==> src/rtl/cache_mem_responder.sv <==
// Memory-side responder for the cache line-fill/write-back port, backed by a word-wide 1-cycle SRAM.
// Optional macro CRITICAL_WORD_FIRST_EN: line reads start at rd_addr[3:2] and wrap modulo 4.
module cache_mem_responder #(
    parameter int MEM_AW = 14
) (
    input  logic              clk_g,
    input  logic              reset,
    input  logic              rd_req,
    input  logic [2:0]        rd_type,
    input  logic [31:0]       rd_addr,
    output logic              rd_rdy,
    output logic              ret_valid,
    output logic              ret_last,
    output logic [31:0]       ret_data,
    input  logic              wr_req,
    input  logic [2:0]        wr_type,
    input  logic [31:0]       wr_addr,
    input  logic [3:0]        wr_wstrb,
    input  logic [127:0]      wr_data,
    output logic              wr_rdy,
    output logic              mem_en,
    output logic [3:0]        mem_we,
    output logic [MEM_AW-1:0] mem_addr,
    output logic [31:0]       mem_wdata,
    input  logic [31:0]       mem_rdata
);

    localparam logic [1:0] IDLE = 2'd0;
    localparam logic [1:0] RD   = 2'd1;
    localparam logic [1:0] WR   = 2'd2;

    logic [1:0]        state_q, state_d;
    logic [MEM_AW-1:0] addr_q, addr_d;
    logic              line_q, line_d;
    logic [1:0]        start_q, start_d;
    logic [2:0]        cnt_q, cnt_d;
    logic [3:0]        wstrb_q, wstrb_d;
    logic [127:0]      wdata_q, wdata_d;
    logic              iss_q, iss_d;
    logic              last_q, last_d;
    logic [31:0]       hold_q, hold_d;

    logic              rd_line, wr_line;
    logic [2:0]        beats;
    logic [1:0]        widx;
    logic              unused_addr_bits;

    assign rd_line = (rd_type == 3'b100);
    assign wr_line = (wr_type == 3'b100);
    assign unused_addr_bits = ^{rd_addr[31:MEM_AW+2], rd_addr[1:0], wr_addr[31:MEM_AW+2], wr_addr[1:0]};

    assign wr_rdy    = (state_q == IDLE) && !reset;
    assign rd_rdy    = (state_q == IDLE) && !wr_req && !reset;
    assign ret_valid = iss_q && !reset;
    assign ret_last  = last_q && !reset;
    // Beat data comes straight from the SRAM; the held copy keeps ret_data stable between beats.
    assign ret_data  = iss_q ? mem_rdata : hold_q;

    always_comb begin
        state_d   = state_q;
        addr_d    = addr_q;
        line_d    = line_q;
        start_d   = start_q;
        cnt_d     = cnt_q;
        wstrb_d   = wstrb_q;
        wdata_d   = wdata_q;
        iss_d     = 1'b0;
        last_d    = 1'b0;
        hold_d    = iss_q ? mem_rdata : hold_q;
        beats     = line_q ? 3'd4 : 3'd1;
        widx      = start_q + cnt_q[1:0];
        mem_en    = 1'b0;
        mem_we    = '0;
        mem_addr  = line_q ? {addr_q[MEM_AW-1:2], widx} : addr_q;
        mem_wdata = wdata_q[32*widx +: 32];

        case (state_q)
            IDLE: begin
                if (wr_req) begin
                    addr_d  = wr_line ? {wr_addr[MEM_AW+1:4], 2'b00} : wr_addr[MEM_AW+1:2];
                    line_d  = wr_line;
                    start_d = 2'b00;
                    wstrb_d = wr_wstrb;
                    wdata_d = wr_data;
                    cnt_d   = '0;
                    state_d = WR;
                end else if (rd_req) begin
                    addr_d  = rd_line ? {rd_addr[MEM_AW+1:4], 2'b00} : rd_addr[MEM_AW+1:2];
                    line_d  = rd_line;
`ifdef CRITICAL_WORD_FIRST_EN
                    start_d = rd_line ? rd_addr[3:2] : 2'b00;
`else
                    start_d = 2'b00;
`endif
                    cnt_d   = '0;
                    state_d = RD;
                end
            end
            RD: begin
                if (cnt_q != beats) begin
                    mem_en = 1'b1;
                    cnt_d  = cnt_q + 3'd1;
                    iss_d  = 1'b1;
                    last_d = (cnt_q == beats - 3'd1);
                end else begin
                    cnt_d   = '0;
                    state_d = IDLE;
                end
            end
            WR: begin
                mem_en = 1'b1;
                mem_we = line_q ? 4'hF : wstrb_q;
                cnt_d  = cnt_q + 3'd1;
                if (cnt_q == beats - 3'd1) begin
                    cnt_d   = '0;
                    state_d = IDLE;
                end
            end
            default: state_d = IDLE;
        endcase

        if (reset) begin
            mem_en = 1'b0;
            mem_we = '0;
        end
    end

    always_ff @(posedge clk_g) begin
        if (reset) begin
            state_q <= IDLE;
            addr_q  <= '0;
            line_q  <= 1'b0;
            start_q <= '0;
            cnt_q   <= '0;
            wstrb_q <= '0;
            wdata_q <= '0;
            iss_q   <= 1'b0;
            last_q  <= 1'b0;
            hold_q  <= '0;
        end else begin
            state_q <= state_d;
            addr_q  <= addr_d;
            line_q  <= line_d;
            start_q <= start_d;
            cnt_q   <= cnt_d;
            wstrb_q <= wstrb_d;
            wdata_q <= wdata_d;
            iss_q   <= iss_d;
            last_q  <= last_d;
            hold_q  <= hold_d;
        end
    end

endmodule

==> config.mk <==
export PLATFORM = sky130hd
export DESIGN_NAME = cache_mem_responder
export DESIGN_NICKNAME = d
export VERILOG_FILES = /design/src/rtl/cache_mem_responder.sv
export SDC_FILE = /design/constraint.sdc
export NUM_CORES = 1
export LEC_CHECK = 0
export CAP_MARGIN = 20
export CELL_PAD_IN_SITES_DETAIL_PLACEMENT = 1
export CELL_PAD_IN_SITES_GLOBAL_PLACEMENT = 1
export CORE_UTILIZATION = 34
export CTS_BUF_LIST = sky130_fd_sc_hd__clkbuf_8 sky130_fd_sc_hd__clkbuf_16
export DETAILED_ROUTE_END_ITERATION = 8
export GPL_ROUTABILITY_DRIVEN = 0
export PLACE_DENSITY = 0.88
export SLEW_MARGIN = 20
export SYNTH_ARGS = -nofsm -noshare
export SYNTH_HDL_FRONTEND = slang
export SYNTH_SLANG_ARGS = --single-unit
==> constraint.sdc <==
create_clock -name clk_g -period 2.5 [get_ports clk_g]
set_clock_uncertainty 0.15 [all_clocks]
set_input_delay 0.5 -clock clk_g [delete_from_list [all_inputs] [get_ports clk_g]]
set_output_delay 0.5 -clock clk_g [all_outputs]
set_load 0.02 [all_outputs]
==> Word-level counts from Yosys, hierarchy flattened <==
Index checks and enable logic that the tools add are counted.
W data, S select, Z words.
{ "classes": {"n_addsub": 3, "eq_ne": 9, "n_shift": 1, "muxes": 27, "bitwise_logic": 2, "reduce_logical": 16} }
{ "ops": {"columns": ["cell", "n"], "rows": [
  ["$shiftx A128 B8 Y32", 1],
  ["$mux W32", 1],
  ["$mux W14", 2],
  ["$mux W2", 9],
  ["$mux W3", 5],
  ["$mux W4", 3],
  ["$pmux W3 S3", 1],
  ["$eq A3 B3 Y1 const B", 2],
  ["$pmux W2 S3", 1],
  ["$reduce_and A2 Y1", 3],
  ["$logic_and A1 B1 Y1", 5],
  ["$mux W1", 4],
  ["$ne A2 B2 Y1 const B", 2],
  ["$add A3 B1 Y3 const B", 1],
  ["$eq A3 B3 Y1", 1],
  ["$ne A3 B3 Y1", 1],
  ["$ne A3 B3 Y1 const B", 1],
  ["$reduce_and A3 Y1", 1],
  ["$reduce_bool A3 Y1", 1],
  ["$reduce_or A3 Y1", 1],
  ["$sub A3 B1 Y3 const B", 1],
  ["$add A2 B2 Y2", 1],
  ["$eq A2 B1 Y1 const B", 1],
  ["$eq A2 B2 Y1 const B", 1],
  ["6 further kinds", 8]
]} }
{ "word_totals": {"regBits": 188, "input_bits": 238, "output_inout_bits": 87, "wordCells": 68} }

==> Longest topological paths before layout <==
{ "depth": {"depth_word": 5, "mapped_depth": 8, "depth_no_buf": 6} }

==> Worst setup path before layout <==
No wires, ideal clock.
{ "synth_path": {"path_kind": "register to output", "startpoint": "reg cnt_q[0]", "endpoint": "out mem_wdata[10]", "arrival_time_ns": 1.367, "required_time_ns": 1.850, "slack_ns": 0.483, "path_stages_with_launch": 5, "n_path_buf": 3, "cell_sequence": "dfxtp_1 buf_6 buf_6 buf_6 mux4_2"} }
{ "synth_between": {"elab_chain_len": 2} }
{ "synth_lines": {"columns": ["item", "line", "rtl"], "rows": [
  ["start: declaration", "36", "logic [2:0] cnt_q, cnt_d;"],
  ["start signal: assignment", "145", "cnt_q <= cnt_d;"],
  ["$add A2 B2 Y2", "71", "widx = start_q + cnt_q[1:0];"],
  ["$shiftx A128 B8 Y32", "75", "mem_wdata = wdata_q[32*widx +: 32];"],
  ["end: declaration", "24", "output logic [31:0] mem_wdata,"]
]} }
Every way passes these cells.

==> Final worst setup path <==
{ "layout_path": {"startpoint": "reg cnt_q[0]", "endpoint": "out mem_wdata[20]"} }
The elaborated chain is that of the path after synthesis.

==> metrics <==
final worst path period share=97.48%; length of the first detailed-routing pass in iterations=4; Util after Layout=between 50% and 60%; Post-Place Worst Slack=between 0.0003 and 0.0004 ns; mean area per synthesized cell=9.048 sq um; worst hold margin=~0.28 ns; final count of negative-setup-slack endpoints=0; Max Buffers Root-to-Sink=2; clock network power share=roughly 37%; Unique masters post-synth=38; CORE AREA=about 0.023 sq mm; internal power=about 5.3 mW; fraction of synthesis flops using an asynchronous set or reset pin=0%; Max Cap Violations=0; data arrival at the endpoint of the critical path=around 1.8 ns; number of synthesized register bits=around 190; Crit. End Element=primary output; number of failing hold endpoints at the final stage=0; Synthesis Warnings=0; relative slew slack=between 40 and 50%; Post-Synthesis Net Count=about 1,100; Clock Sinks=about 190; dominant register cell in the synthesized netlist=sky130_fd_sc_hd__dfxtp_1; I/O pin total=between 300 and 400; Final nets=about 1,400; number of pins exceeding their max-slew limit in the final report=0; latest clock arrival within the worst-skew pair=roughly 0.42 ns; first-pass GRT wire length=about 40,000 um; share of power burned in registers=roughly 44%; average detailed-routed wire length per instance=between 15 and 20 um; detailed placer's ending HPWL=around 18,000 um; share of power burned in combinational logic=approximately a fifth; Antenna Violating Nets Remaining=0; number of remaining DRC errors=0; EDFF count, synth=0; CP Data Required Time=~1.9 ns; FF-to-FF setup slack=just under 0.6 ns; complex-gate fraction of the synthesized area=11.52%; CTS H-Tree Depth=4; Power per Cell Area=~640 mW/mm^2; Die Width=154.7 um; CTS Buf Count=17; iteration-0 DRC count of the detailed router=285; Critical Path Source Type=flop; total congestion overflow=0; port bufs=about 290; fraction of final layout cells with drive strength greater than 1=between 15 and 20%; adder and majority gate portion of the synthesized area=less than 1%; total length of routed wires=between 20,000 and 30,000 um; worst-path fanout max=9; instance count of the mapped netlist=876; Root Buffer=sky130_fd_sc_hd__clkbuf_16; maximum clock frequency=about 0.41 GHz; CTS tree=built; Worst Setup Path Type=flop to primary output; post-synthesis mux area share=around 16%; Reg-to-Reg Start=state_q[0]; net load switching power=2.174 mW; transition at the pin with the smallest max-transition slack=0.8666 ns; Period minus WS final=between 2 and 2.5 ns; Total Routing Usage GR=21.03%; proportion of total power due to net switching=slightly below 30%; via total after detailed routing=just over 7,000; crit path to=mem_wdata[20]; Chip Height=roughly 150 um; launching element of the worst setup path=cnt_q[0]; Final Worst Setup Slack=0.06299 ns; XOR/XNOR share of the synthesized area=0%; number of standard-cell rows in the floorplan=between 50 and 60; Vias per Instance=just under 5; antenna violations before repair=4; largest net degree at the start of global routing=~80; class of the tightest hold or removal check=input pin to flop; Simple-Gate Fraction of Synth Area=between 10% and 20%; vias in the first global route=roughly 7,600; layout overhead on the synthesized area=47.97%; area of the die=0.02393 sq mm; clock edge transition at the registers on the reported setup and hold paths=roughly 0.08 ns; post-synthesis sequential area ratio=about 47%; initial standard-cell utilization of the core=34.80%; status=finished clean; fill cell instance count of the final layout=~2,600; area of the mapped netlist=roughly 0.008 sq mm; IR drop worst, VDD=approximately 440 uV; main combinational cell family by area after synthesis=simple AND/OR/NAND/NOR gates; Reg-to-Reg End=wdata_q[99]; RSZ-0062 raised after global routing=true; reported leakage power=roughly 4.7 nW; Total Power Consumption=7.469 mW; Worst Reg2Reg Path Length in Cells=8
[cell usage after synthesis, types with 4 or more instances]
master	instances	area, sq um
sky130_fd_sc_hd__buf_2	30	150.1
sky130_fd_sc_hd__buf_6	4	45.04
sky130_fd_sc_hd__clkbuf_1	16	60.06
sky130_fd_sc_hd__and2_1	35	219.0
sky130_fd_sc_hd__nand2_1	271	1017
sky130_fd_sc_hd__a211oi_1	12	90.09
sky130_fd_sc_hd__mux4_2	32	720.7
sky130_fd_sc_hd__mux2_2	34	382.9
sky130_fd_sc_hd__mux2i_1	13	130.1
sky130_fd_sc_hd__ha_1	5	62.56
sky130_fd_sc_hd__buf_4	26	195.2
sky130_fd_sc_hd__nor2_1	27	101.4
sky130_fd_sc_hd__nor2b_1	6	37.54
sky130_fd_sc_hd__dfxtp_1	186	3724
sky130_fd_sc_hd__a21oi_1	141	705.7
sky130_fd_sc_hd__buf_1	5	18.77
[cells in the final DEF, fill, tap and decap left out, types with 3 or more instances in the layout]
cell type                         instances
sky130_fd_sc_hd__nand2_1                269
sky130_fd_sc_hd__clkdlybuf4s50_1        213
sky130_fd_sc_hd__dfxtp_1                183
sky130_fd_sc_hd__a21oi_1                141
sky130_fd_sc_hd__dlygate4sd2_1           41
sky130_fd_sc_hd__mux2_2                  34
sky130_fd_sc_hd__and2_1                  34
sky130_fd_sc_hd__mux4_2                  32
sky130_fd_sc_hd__nor2_1                  27
sky130_fd_sc_hd__buf_2                   21
sky130_fd_sc_hd__buf_4                   19
sky130_fd_sc_hd__clkbuf_16               17
sky130_fd_sc_hd__buf_12                  15
sky130_fd_sc_hd__mux2i_1                 13
sky130_fd_sc_hd__a211oi_1                12
sky130_fd_sc_hd__buf_6                    7
sky130_fd_sc_hd__nor2b_1                  6
sky130_fd_sc_hd__clkbuf_2                 5
sky130_fd_sc_hd__ha_1                     4
sky130_fd_sc_hd__inv_8                    4
sky130_fd_sc_hd__clkinv_8                 4
sky130_fd_sc_hd__diode_2                  3
sky130_fd_sc_hd__inv_1                    3
sky130_fd_sc_hd__nor3_1                   3
sky130_fd_sc_hd__clkinv_4                 3
sky130_fd_sc_hd__clkdlybuf4s15_1          3
[kinds of logic after synthesis]
family                     Yosys count
AOI/OAI and AO/OA                  166
adders and majority gates            5
buffers and inverters               85
DFF                                186
muxes                               79
and+or+nand+nor                    355
[worst min-delay path by stage]
stage	slack (ns)	depth (start not counted)	start	to
finish	0.28	3	reset	iss_q
floorplan	0.28	2	wdata_q[64]	wdata_q[64]
detailed placement	0.30	2	wdata_q[84]	wdata_q[84]
global route	0.30	3	reset	iss_q
CTS	0.28	3	reset	iss_q
global placement	0.29	2	wdata_q[115]	wdata_q[115]
[sequential cells by signal, summed over array words and instances, names as in the netlist]
register  count
wdata_q     128
hold_q       32
addr_q       14
wstrb_q       4
cnt_q         3
state_q       2
iss_q         1
last_q        1
line_q        1
[cell type report]
class                           instances  area, sq um  share of cell area, %
Multi-Input combinational cell        605         3734                  31.83
Sequential cell                       186         3732                  31.82
Timing Repair Buffer                  327         3239                  27.62
Clock buffer                           18        439.2                  3.744
Tap cell                              313        391.6                  3.339
Clock inverter                         14        170.2                  1.451
Inverter                                4        15.01                 0.1280
Antenna cell                            3        7.507                0.06401
[metal layers]
metal | up-vias | global-route usage [%] | share of wire [%]
li1 | 3467 | - | -
met1 | 3435 | 23.80 | 41
met2 | 212 | 37.88 | 51
met3 | 25 | 6.416 | 6.9
met4 | 2 | 6.129 | 1.7
met5 | - | 0 | 0.052
[power groups by stage]
stage | Combinational (mW) | Sequential, mW | Clock, mW
after floorplan | 0.786 | 3.31 | 0
after global placement | 1.45 | 3.33 | 0
after detailed placement | 1.49 | 3.34 | 0
after CTS | 1.45 | 3.28 | 2.83
after global routing | 1.56 | 3.30 | 2.96
final | 1.43 | 3.28 | 2.76
[critical path, stage by stage, from the launching register on]
cell                            delay (ns)
sky130_fd_sc_hd__dfxtp_4              0.40
sky130_fd_sc_hd__buf_12               0.15
sky130_fd_sc_hd__mux4_2               0.48
sky130_fd_sc_hd__dlygate4sd2_1        0.33
[what timing repair did]
action	4_1_cts	5_1_grt
setup buffers	4	0
setup endpoints to repair	74	10
pin swaps	0	0
gates resized for setup	163	15
cloned	2	0
hold buffers	0	0
[through the flow]
stage	instances	cell area, sq um	TNS (ns)
floorplan	876	7926	0
global placement	1429	11180	0
detailed placement	1429	11180	0
CTS	1467	11730	0
global route	1469	11730	-0.01916
finish	1470	11730	0
No activity file was read; power rests on OpenSTA's default activity.
